**src/rtl/uart_pkg.sv**
```systemverilog
// Shared types and constants for the UART transmitter: FSM states, parity modes,
// stop-bit encodings and the parity helper used by the frame datapath.
package uart_pkg;

  typedef enum logic [2:0] {
    ST_IDLE   = 3'd0,
    ST_START  = 3'd1,
    ST_DATA   = 3'd2,
    ST_PARITY = 3'd3,
    ST_STOP   = 3'd4,
    ST_BREAK  = 3'd5
  } tx_state_t;

  typedef enum logic [1:0] {
    PAR_EVEN  = 2'b00,
    PAR_ODD   = 2'b01,
    PAR_MARK  = 2'b10,
    PAR_SPACE = 2'b11
  } parity_mode_t;

  localparam logic [1:0] STOP_1     = 2'b00;
  localparam logic [1:0] STOP_1P5   = 2'b01;
  localparam logic [1:0] STOP_2     = 2'b10;
  localparam logic [1:0] STOP_2_ALT = 2'b11;

  localparam logic [3:0] DATA_BITS_MIN = 4'd5;

  function automatic logic parity_bit(input parity_mode_t mode, input logic acc);
    logic p;
    case (mode)
      PAR_EVEN:  p = acc;
      PAR_ODD:   p = ~acc;
      PAR_MARK:  p = 1'b1;
      PAR_SPACE: p = 1'b0;
      default:   p = acc;
    endcase
    return p;
  endfunction

  // Out-of-range requests saturate to the supported character sizes.
  function automatic logic [3:0] clamp_data_bits(input logic [3:0] req, input logic [3:0] max_bits);
    logic [3:0] n;
    if (req < DATA_BITS_MIN) begin
      n = DATA_BITS_MIN;
    end else if (req > max_bits) begin
      n = max_bits;
    end else begin
      n = req;
    end
    return n;
  endfunction

endpackage

```
**src/rtl/uart_sync_fifo.sv**
```systemverilog
// Single-clock FIFO with registered full/empty/level flags; writes while full and
// reads while empty are ignored. Synchronous active-high reset empties it.
module uart_sync_fifo #(
  parameter int WIDTH = 9,
  parameter int DEPTH = 8,
  localparam int AW = $clog2(DEPTH),
  localparam int LW = $clog2(DEPTH + 1)
) (
  input  logic             clk,
  input  logic             rst,
  input  logic             push_i,
  input  logic             pop_i,
  input  logic [WIDTH-1:0] wdata_i,
  output logic [WIDTH-1:0] rdata_o,
  output logic             full_o,
  output logic             empty_o,
  output logic [LW-1:0]    level_o
);

  logic [WIDTH-1:0] mem_q [DEPTH];
  logic [AW-1:0]    wr_ptr_q, wr_ptr_d;
  logic [AW-1:0]    rd_ptr_q, rd_ptr_d;
  logic [LW-1:0]    level_q, level_d;
  logic             full_q, full_d;
  logic             empty_q, empty_d;
  logic             push_s, pop_s;

  assign push_s = push_i & ~full_q;
  assign pop_s  = pop_i & ~empty_q;

  // Pointer and occupancy next-state.
  always_comb begin
    wr_ptr_d = wr_ptr_q;
    rd_ptr_d = rd_ptr_q;
    level_d  = level_q;
    if (push_s) begin
      wr_ptr_d = wr_ptr_q + 1'b1;
    end else begin
      wr_ptr_d = wr_ptr_q;
    end
    if (pop_s) begin
      rd_ptr_d = rd_ptr_q + 1'b1;
    end else begin
      rd_ptr_d = rd_ptr_q;
    end
    case ({push_s, pop_s})
      2'b10:   level_d = level_q + 1'b1;
      2'b01:   level_d = level_q - 1'b1;
      default: level_d = level_q;
    endcase
    full_d  = (level_d == LW'(DEPTH));
    empty_d = (level_d == '0);
  end

  // Control registers.
  always_ff @(posedge clk) begin
    if (rst) begin
      wr_ptr_q <= '0;
      rd_ptr_q <= '0;
      level_q  <= '0;
      full_q   <= 1'b0;
      empty_q  <= 1'b1;
    end else begin
      wr_ptr_q <= wr_ptr_d;
      rd_ptr_q <= rd_ptr_d;
      level_q  <= level_d;
      full_q   <= full_d;
      empty_q  <= empty_d;
    end
  end

  // Storage array; contents are don't-care until written.
  always_ff @(posedge clk) begin
    if (push_s) begin
      mem_q[wr_ptr_q] <= wdata_i;
    end
  end

  assign rdata_o = mem_q[rd_ptr_q];
  assign full_o  = full_q;
  assign empty_o = empty_q;
  assign level_o = level_q;

endmodule

```
**src/rtl/uart_tx_fifo.sv**
```systemverilog
// FIFO-fed UART transmitter with per-frame latched configuration and CTS gating.
// Optional break generation is enabled by defining UART_TX_BREAK_EN.
module uart_tx_fifo
  import uart_pkg::*;
#(
  parameter int FIFO_DEPTH = 8,
  parameter int OVS        = 16,
  parameter int MAX_DATA_W = 9,
  localparam int LW = $clog2(FIFO_DEPTH + 1)
) (
  input  logic                  clk,
  input  logic                  rst,
  input  logic                  tick,
  input  logic [MAX_DATA_W-1:0] wr_data,
  input  logic                  wr_valid,
  output logic                  wr_ready,
  input  logic [3:0]            data_bits,
  input  logic [1:0]            stop_bits,
  input  logic                  parity_en,
  input  logic [1:0]            parity_mode,
  input  logic                  cts_n,
  input  logic                  send_break,
  output logic                  tx,
  output logic                  tx_busy,
  output logic                  tx_done,
  output logic [LW-1:0]         fifo_level
);

  localparam int CW = $clog2(2 * OVS);
  localparam logic [CW-1:0] LAST_1   = CW'(OVS - 1);
  localparam logic [CW-1:0] LAST_1P5 = CW'(OVS + OVS / 2 - 1);
  localparam logic [CW-1:0] LAST_2   = CW'(2 * OVS - 1);
  localparam logic [3:0]    MAX_BITS = 4'(MAX_DATA_W);

  tx_state_t             state_q, state_d;
  logic [CW-1:0]         tick_cnt_q, tick_cnt_d;
  logic [3:0]            bit_cnt_q, bit_cnt_d;
  logic [MAX_DATA_W-1:0] shift_q, shift_d;
  logic                  par_acc_q, par_acc_d;
  logic [3:0]            dbits_q, dbits_d;
  logic [1:0]            stop_q, stop_d;
  logic                  par_en_q, par_en_d;
  parity_mode_t          par_mode_q, par_mode_d;
  logic                  tx_q, tx_d;
  logic                  done_q, done_d;
  logic                  busy_q;

  logic                  load_s, pop_s, done_set_s;
  logic                  start_ok_s, bit_last_s, stop_last_s;
  logic [CW-1:0]         stop_end_s;
  logic [MAX_DATA_W-1:0] fifo_head_s;
  logic                  fifo_full_s, fifo_empty_s;

`ifdef UART_TX_BREAK_EN
  // Minimum break: one full frame at the widest character with parity and one stop bit.
  localparam int BRK_MIN = OVS * (MAX_DATA_W + 3);
  localparam int BW      = $clog2(BRK_MIN);
  localparam logic [BW-1:0] BRK_LAST = BW'(BRK_MIN - 1);
  logic [BW-1:0] brk_cnt_q, brk_cnt_d;
  logic          brk_stop_q, brk_stop_d;
`else
  logic unused_break_s;
  assign unused_break_s = send_break;
`endif

  uart_sync_fifo #(
    .WIDTH (MAX_DATA_W),
    .DEPTH (FIFO_DEPTH)
  ) u_fifo (
    .clk     (clk),
    .rst     (rst),
    .push_i  (wr_valid & wr_ready),
    .pop_i   (pop_s),
    .wdata_i (wr_data),
    .rdata_o (fifo_head_s),
    .full_o  (fifo_full_s),
    .empty_o (fifo_empty_s),
    .level_o (fifo_level)
  );

  assign wr_ready    = ~fifo_full_s;
  assign start_ok_s  = ~fifo_empty_s & ~cts_n;
  assign bit_last_s  = (tick_cnt_q == LAST_1);
  assign stop_last_s = (tick_cnt_q == stop_end_s);

  // Final tick index of the latched stop period.
  always_comb begin
    case (stop_q)
      STOP_1:             stop_end_s = LAST_1;
      STOP_1P5:           stop_end_s = LAST_1P5;
      STOP_2, STOP_2_ALT: stop_end_s = LAST_2;
      default:            stop_end_s = LAST_2;
    endcase
  end

  // Next-state and datapath update; everything advances only on tick.
  always_comb begin
    state_d    = state_q;
    tick_cnt_d = tick_cnt_q;
    bit_cnt_d  = bit_cnt_q;
    shift_d    = shift_q;
    par_acc_d  = par_acc_q;
    dbits_d    = dbits_q;
    stop_d     = stop_q;
    par_en_d   = par_en_q;
    par_mode_d = par_mode_q;
    load_s     = 1'b0;
    pop_s      = 1'b0;
    done_set_s = 1'b0;
`ifdef UART_TX_BREAK_EN
    brk_cnt_d  = brk_cnt_q;
    brk_stop_d = brk_stop_q;
`endif
    if (tick) begin
      case (state_q)
        ST_IDLE: begin
`ifdef UART_TX_BREAK_EN
          if (send_break) begin
            state_d    = ST_BREAK;
            tick_cnt_d = '0;
            brk_cnt_d  = '0;
            brk_stop_d = 1'b0;
          end else if (start_ok_s) begin
            load_s = 1'b1;
          end else begin
            state_d = ST_IDLE;
          end
`else
          if (start_ok_s) begin
            load_s = 1'b1;
          end else begin
            state_d = ST_IDLE;
          end
`endif
        end
        ST_START: begin
          if (bit_last_s) begin
            state_d    = ST_DATA;
            tick_cnt_d = '0;
          end else begin
            tick_cnt_d = tick_cnt_q + 1'b1;
          end
        end
        ST_DATA: begin
          if (bit_last_s) begin
            tick_cnt_d = '0;
            par_acc_d  = par_acc_q ^ shift_q[0];
            shift_d    = shift_q >> 1;
            if (bit_cnt_q == dbits_q - 4'd1) begin
              state_d = par_en_q ? ST_PARITY : ST_STOP;
            end else begin
              bit_cnt_d = bit_cnt_q + 4'd1;
            end
          end else begin
            tick_cnt_d = tick_cnt_q + 1'b1;
          end
        end
        ST_PARITY: begin
          if (bit_last_s) begin
            state_d    = ST_STOP;
            tick_cnt_d = '0;
          end else begin
            tick_cnt_d = tick_cnt_q + 1'b1;
          end
        end
        ST_STOP: begin
          if (stop_last_s) begin
            done_set_s = 1'b1;
            if (start_ok_s) begin
              load_s = 1'b1;
            end else begin
              state_d    = ST_IDLE;
              tick_cnt_d = '0;
            end
          end else begin
            tick_cnt_d = tick_cnt_q + 1'b1;
          end
        end
`ifdef UART_TX_BREAK_EN
        ST_BREAK: begin
          if (brk_stop_q) begin
            if (bit_last_s) begin
              state_d    = ST_IDLE;
              tick_cnt_d = '0;
              brk_stop_d = 1'b0;
            end else begin
              tick_cnt_d = tick_cnt_q + 1'b1;
            end
          end else if (!send_break && (brk_cnt_q == BRK_LAST)) begin
            brk_stop_d = 1'b1;
            tick_cnt_d = '0;
          end else if (brk_cnt_q != BRK_LAST) begin
            brk_cnt_d = brk_cnt_q + 1'b1;
          end else begin
            brk_cnt_d = brk_cnt_q;
          end
        end
`endif
        default: begin
          state_d    = ST_IDLE;
          tick_cnt_d = '0;
        end
      endcase
    end else begin
      state_d = state_q;
    end

    // Frame start: pop the head and snapshot the configuration for this frame.
    if (load_s) begin
      pop_s      = 1'b1;
      state_d    = ST_START;
      tick_cnt_d = '0;
      bit_cnt_d  = '0;
      par_acc_d  = 1'b0;
      shift_d    = fifo_head_s;
      dbits_d    = clamp_data_bits(data_bits, MAX_BITS);
      stop_d     = stop_bits;
      par_en_d   = parity_en;
      par_mode_d = parity_mode_t'(parity_mode);
    end else begin
      pop_s = 1'b0;
    end
  end

  // Line level and done pulse for the state being entered.
  always_comb begin
    done_d = done_set_s;
    case (state_d)
      ST_IDLE:   tx_d = 1'b1;
      ST_START:  tx_d = 1'b0;
      ST_DATA:   tx_d = shift_d[0];
      ST_PARITY: tx_d = parity_bit(par_mode_d, par_acc_d);
      ST_STOP:   tx_d = 1'b1;
`ifdef UART_TX_BREAK_EN
      ST_BREAK:  tx_d = brk_stop_d;
`endif
      default:   tx_d = 1'b1;
    endcase
  end

  // State, datapath and output registers.
  always_ff @(posedge clk) begin
    if (rst) begin
      state_q    <= ST_IDLE;
      tick_cnt_q <= '0;
      bit_cnt_q  <= '0;
      shift_q    <= '0;
      par_acc_q  <= 1'b0;
      dbits_q    <= DATA_BITS_MIN;
      stop_q     <= STOP_1;
      par_en_q   <= 1'b0;
      par_mode_q <= PAR_EVEN;
      tx_q       <= 1'b1;
      done_q     <= 1'b0;
      busy_q     <= 1'b0;
`ifdef UART_TX_BREAK_EN
      brk_cnt_q  <= '0;
      brk_stop_q <= 1'b0;
`endif
    end else begin
      state_q    <= state_d;
      tick_cnt_q <= tick_cnt_d;
      bit_cnt_q  <= bit_cnt_d;
      shift_q    <= shift_d;
      par_acc_q  <= par_acc_d;
      dbits_q    <= dbits_d;
      stop_q     <= stop_d;
      par_en_q   <= par_en_d;
      par_mode_q <= par_mode_d;
      tx_q       <= tx_d;
      done_q     <= done_d;
      busy_q     <= (state_d != ST_IDLE);
`ifdef UART_TX_BREAK_EN
      brk_cnt_q  <= brk_cnt_d;
      brk_stop_q <= brk_stop_d;
`endif
    end
  end

  assign tx      = tx_q;
  assign tx_done = done_q;
  assign tx_busy = busy_q;

endmodule

```
**config.mk**
```make
export PLATFORM = sky130hd
export DESIGN_NAME = uart_tx_fifo
export DESIGN_NICKNAME = d
export VERILOG_FILES = /design/src/rtl/uart_pkg.sv /design/src/rtl/uart_sync_fifo.sv /design/src/rtl/uart_tx_fifo.sv
export SDC_FILE = /design/constraint.sdc
export NUM_CORES = 1
export LEC_CHECK = 0
export ABC_AREA = 1
export BUFFER_PORTS_ARGS = -buffer_cell sky130_fd_sc_hd__buf_2
export CORE_MARGIN = 3
export CORE_UTILIZATION = 45
export DETAILED_ROUTE_END_ITERATION = 6
export PLACE_DENSITY = 0.69
export SYNTH_ARGS = -nofsm -noshare
export SYNTH_HDL_FRONTEND = slang
export SYNTH_HIERARCHICAL = 1
export SYNTH_SLANG_ARGS = --single-unit
```
**constraint.sdc**
```tcl
create_clock -name clk -period 3.75 [get_ports clk]
set_input_delay 0.1875 -clock clk [delete_from_list [all_inputs] [get_ports clk]]
set_output_delay 0.1875 -clock clk [all_outputs]
set_load 0.02 [all_outputs]
```
==> reports/results.env, run 1 <==
STATUS='completed'
ANTENNA-DIODE-COUNT=0
POST_SYNTH_INSTANCE_AREA_UM2=5587
FINAL-HOLD-VIOLATION-COUNT=0
CLOCKBUFFERDEPTH=2
SYNTH.YOSYS.WARNINGS=6
CLOCK_TREE_FROM_TRITONCTS='yes'
CRITPATHREQUIREDTIME_NS=4.11
MAXSLEWHEADROOM=0.2340
AREA_GROWTH_SYN_TO_LAYOUT_PCT=14.60
SYN-INSTANCE-COUNT=593
DIE-HEIGHT_UM=117.4
TRITONCTS_NUM_SINKS=121
IRDROPWORSTVDD_V=0.0003880
ROOT_BUFFER='clkbuf_16'
HOLD_END='stop_q[1]'
CTS-BUFFERS-INSERTED=17
POWER.SHARE.CLOCK=0.401
SYNTH.NET_COUNT=626
SHARE_SEQ_OF_TOTAL_POWER=0.431
CELLPOWERDENSITY_nW_PER_UM2=576.6
MAX_FREQ_MHz=319.0
FLOORPLAN.DIE_AREA_UM2=13790
PLACE_WORST_SETUP_SLACK_NS=0.6360
POSTSYNTHAREAPERCELL_UM2=9.421
GR-USAGE-ALL-LAYERS=0.1745
VIASPERCELL=5.106
CTS.CLK_SLEW.WORST_PATHS_NS=0.06
CRITICAL_PATH.STARTPOINT_TYPE='flop'
POSTLAYOUTCOREUTIL=0.5308
DATA_ARRIVAL_CRITICAL_PATH_NS=3.49
COREAREA_UM2=12060
POST-ROUTE-DRC-COUNT=0
FIN_WS_NS=0.6157
WORST_R2R_SETUP_SLACK_NS=0.62
R2R_START='tick_cnt_q[0]'
CRITICAL_PATH.REG2REG.ENDPOINT='u_fifo/empty_o'
DR_TOTAL_VIAS=4126
ANTENNA_FOUND_INITIAL=0
TIMING.CRITICAL_PATH.TO_TYPE='flop'
GLOBAL_ROUTE_WIRE_LENGTH_BEFORE_REPAIR_UM=18940
STD_CELL_ROWS=40
TIMING.FINAL.CRIT_SHARE=0.8358
WORSTMARGINPINSLEW_NS=1.145
NUMBER_OF_RESIZED_INSTANCES_IN_THE_POST_CTS_REPAIR_STEP=0
PORTBUFFERS=30
WORST_PATH_MAX_DELAY_CELL='dfxtp_1'
R2R.WORST_PATH.CELLS=19
P_INT_W=0.002589
IOS=32
FINAL_LAYOUT_SIZE_SUFFIX_GT1_FRAC=0.1766
WORSTHOLDSTART='stop_bits[1]'
WL_UM=11330
CAP_VIOLATIONS=0
DETAIL_ROUTE.ITER0.VIOLATIONS=293
RSZ_0062_RAISED_AFTER_GLOBAL_ROUTING='no'
FINAL_MAX_SLEW_VIOL_COUNT=0
PLACEDINSTANCEAREA_UM2=5847
GRT_PASS1_VIAS=4022
CRITPATHMAXSTAGEDELAY_NS=0.38
SYNTH_EDF_COUNT=72
DP_HPWL_UM=7286
CTSHTREEMAXLEVEL=4
WORSTPATHMAXFANOUT=22
NETLIST-CELL-TYPE-COUNT=47
MAXIMUM_NUMBER_OF_PINS_ON_ONE_NET_BEFORE_GLOBAL_ROUTE_REPAIR=37
SYNTH_ASYNC_SR_FLOP_SHARE=0
DIE_W_UM=117.4
DRT-PASS1-ITER-COUNT=5
CRIT_PATH_CELL_TRACE='ha_1 -> nand2_1 -> a21oi_2 -> nand4_4 -> nand2_4 -> nand2_4 -> inv_4 -> inv_2 -> nor2_8 -> nand3_2 -> nand2_1 -> inv_1 -> ha_1 -> o21ai_0 -> nand2_1 -> nand3b_2 -> nand2_1 -> inv_1 -> a21oi_2'
CPMOSTUSEDCELL='nand2_1'
SYNTH_FLOP_CELL='edfxtp_1'
FINAL_NETS=660
WORST_HOLD_PATH_TYPE='input pin to flop'
CLOCK_LATENCY_NS=0.43
SWSHARE=0.2987
MIN_DELAY_PATH_DEPTH=3
WIRE_PER_INST_UM=14.02
ROUTE.ANTENNA.REMAINING_NETS=0
WORST-SETUP-PATH-TYPE='flop to flop'
GP_CONGESTION=0.8118
NETSWITCHINGPOWER_W=0.001103
SYNTH-SEQ-CELLS=121
SEQ_AREA_FRAC_SYNTH=0.5626
PWR-SHARE-COMB=0.169
OVERFLOW=0
INITIAL_UTILIZATION=0.4632
FINALSETUPVIOLATIONS=0
FINALCLOCKSKEW_NS=0.008949
LAYOUT.CELL_AREA.NON_FILLER_UM2=6402
CELLLEAKAGEPOWER_nW=2.471
SETUP_TOTAL_NEGATIVE_SLACK_NS=0
PERIOD_NEEDED_NS=3.134
## cells in the mapped netlist, types with 9 or more instances
cell	number	area [µm²]
nor2_1	103	386.6
nand2_1	92	345.3
edfxtp_1	72	2162
dfxtp_1	49	980.9
inv_1	48	180.2
o21ai_0	35	175.2
a21oi_1	29	145.1
nand3_1	25	125.1
a31oi_1	16	100.1
o21ai_1	16	80.08
o22ai_1	10	62.56
ha_1	9	112.6
## logic make-up (layout without fill, tap and decap cells)
kind of cell | after synthesis | in the layout | synth area share
and+or+nand+nor | 268 | 268 | 0.2331
DFF | 121 | 121 | 0.5626
AOI/OAI and AO/OA | 112 | 112 | 0.1127
buffers and inverters | 79 | 126 | 0.06517
adders and majority gates | 9 | 9 | 0.02016
xor gates and xnor gates | 4 | 4 | 0.006272
## placed cells by master (no fill, tap or decap), types with 10 or more instances in the layout
| master | count |
|---|---|
| nor2_1 | 103 |
| nand2_1 | 92 |
| edfxtp_1 | 72 |
| dfxtp_1 | 49 |
| inv_1 | 48 |
| o21ai_0 | 35 |
| buf_2 | 30 |
| a21oi_1 | 29 |
| nand3_1 | 25 |
| clkbuf_16 | 17 |
| a31oi_1 | 16 |
| o21ai_1 | 16 |
| o22ai_1 | 10 |
## flip-flops by register name, summed over array words and instances (netlist names), 2 cells and up, named ones only
signal           cells
tick_cnt_q           5
state_q              3
shift_q              9
stop_q               2
bit_cnt_q            4
u_fifo/wr_ptr_q      3
u_fifo/level_o       4
dbits_q              4
par_mode_q           2
u_fifo/mem_q        72
u_fifo/rd_ptr_q      3
## worst max-delay path by stage
stage / startpoint / to / cells after the start
after global placement: tick_cnt_q[0] / u_fifo/empty_o / 19
final: tick_cnt_q[0] / u_fifo/empty_o / 19
after floorplan: tick_cnt_q[0] / u_fifo/empty_o / 20
after CTS: tick_cnt_q[0] / u_fifo/empty_o / 19
after global routing: tick_cnt_q[0] / u_fifo/empty_o / 19
after detailed placement: tick_cnt_q[0] / u_fifo/empty_o / 19
## worst max-delay path, delay by kind of cell, from the launching register on
family	cells	cell delay, ns
buffers and inverters	4	0.45
and+or+nand+nor	10	1.30
DFF	1	0.38
adders and majority gates	2	0.45
AOI/OAI and AO/OA	3	0.49
## area by class of cell
class / count / area [µm²]
flip-flops and latches: 121 / 3143
clock inverters: 15 / 120.1
repair buffers: 33 / 175.2
inverters: 61 / 249.0
multi-input cells: 393 / 2079
clock buffers: 17 / 425.4
well taps: 168 / 210.2
fillers: 1061 / 5659
## power groups by stage
stage / clock network [W] / logic, W / registers [W]
6_report: 0.00148 / 0.000622 / 0.00159
5_1_grt: 0.00158 / 0.000704 / 0.00160
4_1_cts: 0.00151 / 0.000628 / 0.00159
3_5_place_dp: 0 / 0.000621 / 0.00162
3_3_place_gp: 0 / 0.000601 / 0.00161
2_1_floorplan: 0 / 0.000464 / 0.00162
## stage by stage
step	std cells	power (W)	hold WS, ns
CTS	808	0.003725	0.0005398
global placement	775	0.002213	0.3968
global route	808	0.003884	0.01655
detailed placement	775	0.002238	0.3997
floorplan	593	0.002086	0.2566
finish	808	0.003692	0.01592
## what timing repair did
action                    4_1_cts  5_1_grt
hold endpoints to repair        1        0
hold buffers                    1        0
buffers inserted                0        0
## per-layer routing
metal | global-route usage | part of all wire | vias up
li1 | - | - | 2070
met1 | 0.2015 | 0.43 | 1946
met2 | 0.2915 | 0.50 | 88
met3 | 0.06702 | 0.049 | 22
met4 | 0.07258 | 0.022 | 0
met5 | 0 | 0 | -
Note: power is estimated with default switching activity, not from simulation.
==> inputs of run 2 (changes only) <==
==> constraint.sdc (replaced) <==
create_clock -name clk -period 2.9 [get_ports clk]
set_input_delay 0.145 -clock clk [delete_from_list [all_inputs] [get_ports clk]]
set_output_delay 0.145 -clock clk [all_outputs]
set_load 0.02 [all_outputs]
==> reports/results.env, run 2 (synthesis gave the netlist of run 1 again) <==
CLOCK_TREE_FROM_TRITONCTS='yes'  # unchanged
R2R.WORST_PATH.CELLS=21  # was 19
WIRE_PER_INST_UM=13.97  # was 14.02 µm
POWER.SHARE.CLOCK=0.403  # was 0.401
SETUP_TOTAL_NEGATIVE_SLACK_NS=0  # unchanged
GRT_PASS1_VIAS=4163  # was 4,022
FINAL_NETS=677  # was 660
DR_TOTAL_VIAS=4177  # was 4,126
POST-ROUTE-DRC-COUNT=0  # unchanged
WORSTPATHMAXFANOUT=8  # was 22
CTS.CLK_SLEW.WORST_PATHS_NS=0.06  # about the same
COREAREA_UM2=12060  # unchanged
BIGGESTREGSBYFLOPS='u_fifo/mem_q: 72 flops, shift_q: 9 flops, tick_cnt_q: 5 flops'  # unchanged
DRT-PASS1-ITER-COUNT=5  # unchanged
CRITPATHMAXSTAGEDELAY_NS=0.37  # was 0.38 ns
PERIOD_NEEDED_NS=2.621  # was 3.134 ns
INITIAL_UTILIZATION=0.4632  # unchanged
MAXSLEWHEADROOM=0.6210  # was 0.2340
STD_CELL_ROWS=40  # unchanged
FLOORPLAN.DIE_AREA_UM2=13790  # unchanged
GP_CONGESTION=0.8412  # was 0.8118
GR-USAGE-ALL-LAYERS=0.1780  # was 0.1745
CTSHTREEMAXLEVEL=4  # unchanged
SWSHARE=0.2870  # was 0.2987
IOS=32  # unchanged
FINAL-HOLD-VIOLATION-COUNT=0  # unchanged
LAYOUT_FILLER_CELL_COUNT=1050  # was 1,061
CAP_VIOLATIONS=0  # unchanged
GLOBAL_ROUTE_WIRE_LENGTH_BEFORE_REPAIR_UM=19600  # was 18,940 µm
TIMING.FINAL.CRIT_SHARE=0.9038  # was 0.8358
MAXIMUM_NUMBER_OF_PINS_ON_ONE_NET_BEFORE_GLOBAL_ROUTE_REPAIR=37  # unchanged
FINALCLOCKSKEW_NS=0.01615  # was 0.008949 ns
WL_UM=11530  # was 11,330 µm
LARGEST_REG_FLOPS=72  # unchanged
FINAL_LAYOUT_SIZE_SUFFIX_GT1_FRAC=0.1857  # was 0.1766
VIASPERCELL=5.063  # was 5.106
FINAL_MAX_SLEW_VIOL_COUNT=0  # unchanged
POSTLAYOUTCOREUTIL=0.5435  # was 0.5308
DIE_W_UM=117.4  # unchanged
DP_HPWL_UM=7427  # was 7286 µm
AREA_OF_THE_MULTI_INPUT_GATES_UM2=2079  # unchanged
WORST_HOLD_PATH_TYPE='input pin to flop'  # unchanged
PORTBUFFERS=30  # unchanged
DATA_ARRIVAL_CRITICAL_PATH_NS=2.91  # was 3.49 ns
WORST_PATH_MAX_DELAY_CELL='dfxtp_1'  # unchanged
TIMING.CRITICAL_PATH.TO_TYPE='flop'  # unchanged
STATUS='completed'  # unchanged
FINALHOLDWORSTSLACK_NS=0.01522  # was 0.01592 ns
NETSWITCHINGPOWER_W=0.001389  # was 0.001103 W
PATH_DELAY_FAMILY='simple AND/OR/NAND/NOR gates'  # unchanged
CELLPOWERDENSITY_nW_PER_UM2=738.3  # was 576.6 nW/µm²
RSZ_0062_RAISED_AFTER_GLOBAL_ROUTING='no'  # unchanged
MOST-COMMON-LAYOUT-CELLS='103 x nor2_1, 92 x nand2_1, 72 x edfxtp_1'  # unchanged
AREA_GROWTH_SYN_TO_LAYOUT_PCT=17.33  # was 14.60%
LARGEST-REGISTER='u_fifo/mem_q'  # unchanged
PLACE.DETAILED.INSTANCES=785  # was 775
CRITPATHBUFINV=5  # was 4
WORST-SETUP-PATH-TYPE='flop to flop'  # unchanged
MAX_FREQ_MHz=381.5  # was 319.0 MHz
DIE-HEIGHT_UM=117.4  # unchanged
TRITONCTS_NUM_SINKS=121  # unchanged
ANTENNA_FOUND_INITIAL=0  # unchanged
WORSTMARGINPINSLEW_NS=0.5651  # was 1.145 ns
DETAIL_ROUTE.ITER0.VIOLATIONS=280  # was 293
ROOT_BUFFER='clkbuf_16'  # unchanged
OVERFLOW=0  # unchanged
CELLLEAKAGEPOWER_nW=2.561  # was 2.471 nW
P_INT_W=0.003451  # was 0.002589 W
PATH_LENGTH_IN_CELLS_OF_THE_CRITICAL_PATH=21  # was 19
ANTENNA-DIODE-COUNT=0  # unchanged
CRITICAL_PATH.STARTPOINT_TYPE='flop'  # unchanged
CLOCK_LATENCY_NS=0.42  # was 0.43 ns
FINALSETUPVIOLATIONS=0  # unchanged
SHARE_SEQ_OF_TOTAL_POWER=0.425  # was 0.431
ROUTE.ANTENNA.REMAINING_NETS=0  # unchanged
CTS-BUFFERS-INSERTED=17  # unchanged
FINISH.CELL_COUNT_WITHOUT_FILLERS=825  # was 808
MIN_DELAY_PATH_DEPTH=1  # was 3
CRITPATHREQUIREDTIME_NS=3.19  # was 4.11 ns
IRDROPWORSTVDD_V=0.0005173  # was 0.0003880 V
FINAL_COMMON_CELL='nor2_1'  # unchanged
CLOCKBUFFERDEPTH=2  # unchanged
SEQCELLAREA_UM2=3143  # unchanged
CRIT_PATH_CELL_TRACE='ha_1 -> nand2_1 -> a21oi_2 -> nand4_4 -> nand2_4 -> nand2_4 -> inv_4 -> inv_2 -> nor2_8 -> nand3_2 -> nand2_1 -> inv_1 -> ha_1 -> a21oi_1 -> inv_1 -> nand3_1 -> nand3_2 -> nand3b_2 -> nand2_1 -> inv_1 -> a21oi_2'  # was ha_1 -> nand2_1 -> a21oi_2 -> nand4_4 -> nand2_4 -> nand2_4 -> inv_4 -> inv_2 -> nor2_8 -> nand3_2 -> nand2_1 -> inv_1 -> ha_1 -> o21ai_0 -> nand2_1 -> nand3b_2 -> nand2_1 -> inv_1 -> a21oi_2
PWR-SHARE-COMB=0.172  # was 0.169
## run 2: changes by cell type in the layout (fill, tap and decap cells not counted), sizes merged
| cell | previous run | this run |
|---|---|---|
| buf | 32 | 42 |
| clkinv | 9 | 8 |
| inv | 63 | 62 |
| dlygate4sd3 | 1 | 8 |
| clkbuf | 17 | 19 |
| clkinvlp | 3 | 2 |
| bufinv | 1 | 2 |
## run 2: final timing paths
| check | startpoint | slack (ns) | to |
|---|---|---|---|
| max | tick_cnt_q[0] | 0.28 | u_fifo/empty_o |
| min | wr_data[4] | 0.02 | u_fifo/mem_q[7][4] |
| max reg2reg | tick_cnt_q[0] | 0.28 | u_fifo/empty_o |
| min reg2reg | u_fifo/rd_ptr_q[2] | 0.47 | flop |
## run 2: through the flow
step | setup WS (ns) | instance area, µm² | total power, W
detailed placement | 0.2284 | 5922 | 0.002910
global placement | 0.2975 | 5922 | 0.002881
finish | 0.2790 | 6555 | 0.004840
global route | 0.004330 | 6555 | 0.005104
CTS | 0.2122 | 6555 | 0.004880
floorplan | 0.2949 | 5587 | 0.002697
## run 2: layout make-up
type	instances	area share
timing repair buffer	50	0.04886
multi-input combinational	393	0.3172
tap	168	0.03207
sequential	121	0.4795
inverter	61	0.03798
clock inverter	13	0.01832
clock buffer	19	0.06604
## run 2: power groups by stage
stage	Sequential, W	Combinational, W	Clock, W
after global routing	0.00207	0.000949	0.00208
after detailed placement	0.00209	0.000818	0
after CTS	0.00206	0.000833	0.00199
final	0.00206	0.000832	0.00195
after floorplan	0.00210	0.000600	0
after global placement	0.00208	0.000796	0
## run 2: worst reg2reg max path, cell delays in order, from the launching register on
cell,delay [ns]
dfxtp_1,0.37
ha_1,0.18
nand2_1,0.11
a21oi_2,0.19
nand4_4,0.12
nand2_4,0.10
nand2_4,0.06
inv_4,0.05
inv_2,0.05
nor2_8,0.16
nand3_2,0.11
nand2_1,0.10
inv_1,0.05
ha_1,0.16
a21oi_1,0.21
inv_1,0.06
nand3_1,0.09
nand3_2,0.09
nand3b_2,0.10
nand2_1,0.06
inv_1,0.07
a21oi_2,0.03
## run 2: timing repair
item / CTS / global route
hold endpoints to repair: 49 / 0
buffers inserted: 0 / 0
gates resized for setup: 0 / 1
setup endpoints to repair: 0 / 1
hold buffers: 8 / 0
## run 2: metal layers
| layer | GRT usage | share of wire |
|---|---|---|
| met5 | 0 | 0 |
| met4 | 0.07478 | 0.017 |
| met3 | 0.05159 | 0.048 |
| met2 | 0.3049 | 0.50 |
| met1 | 0.2096 | 0.43 |
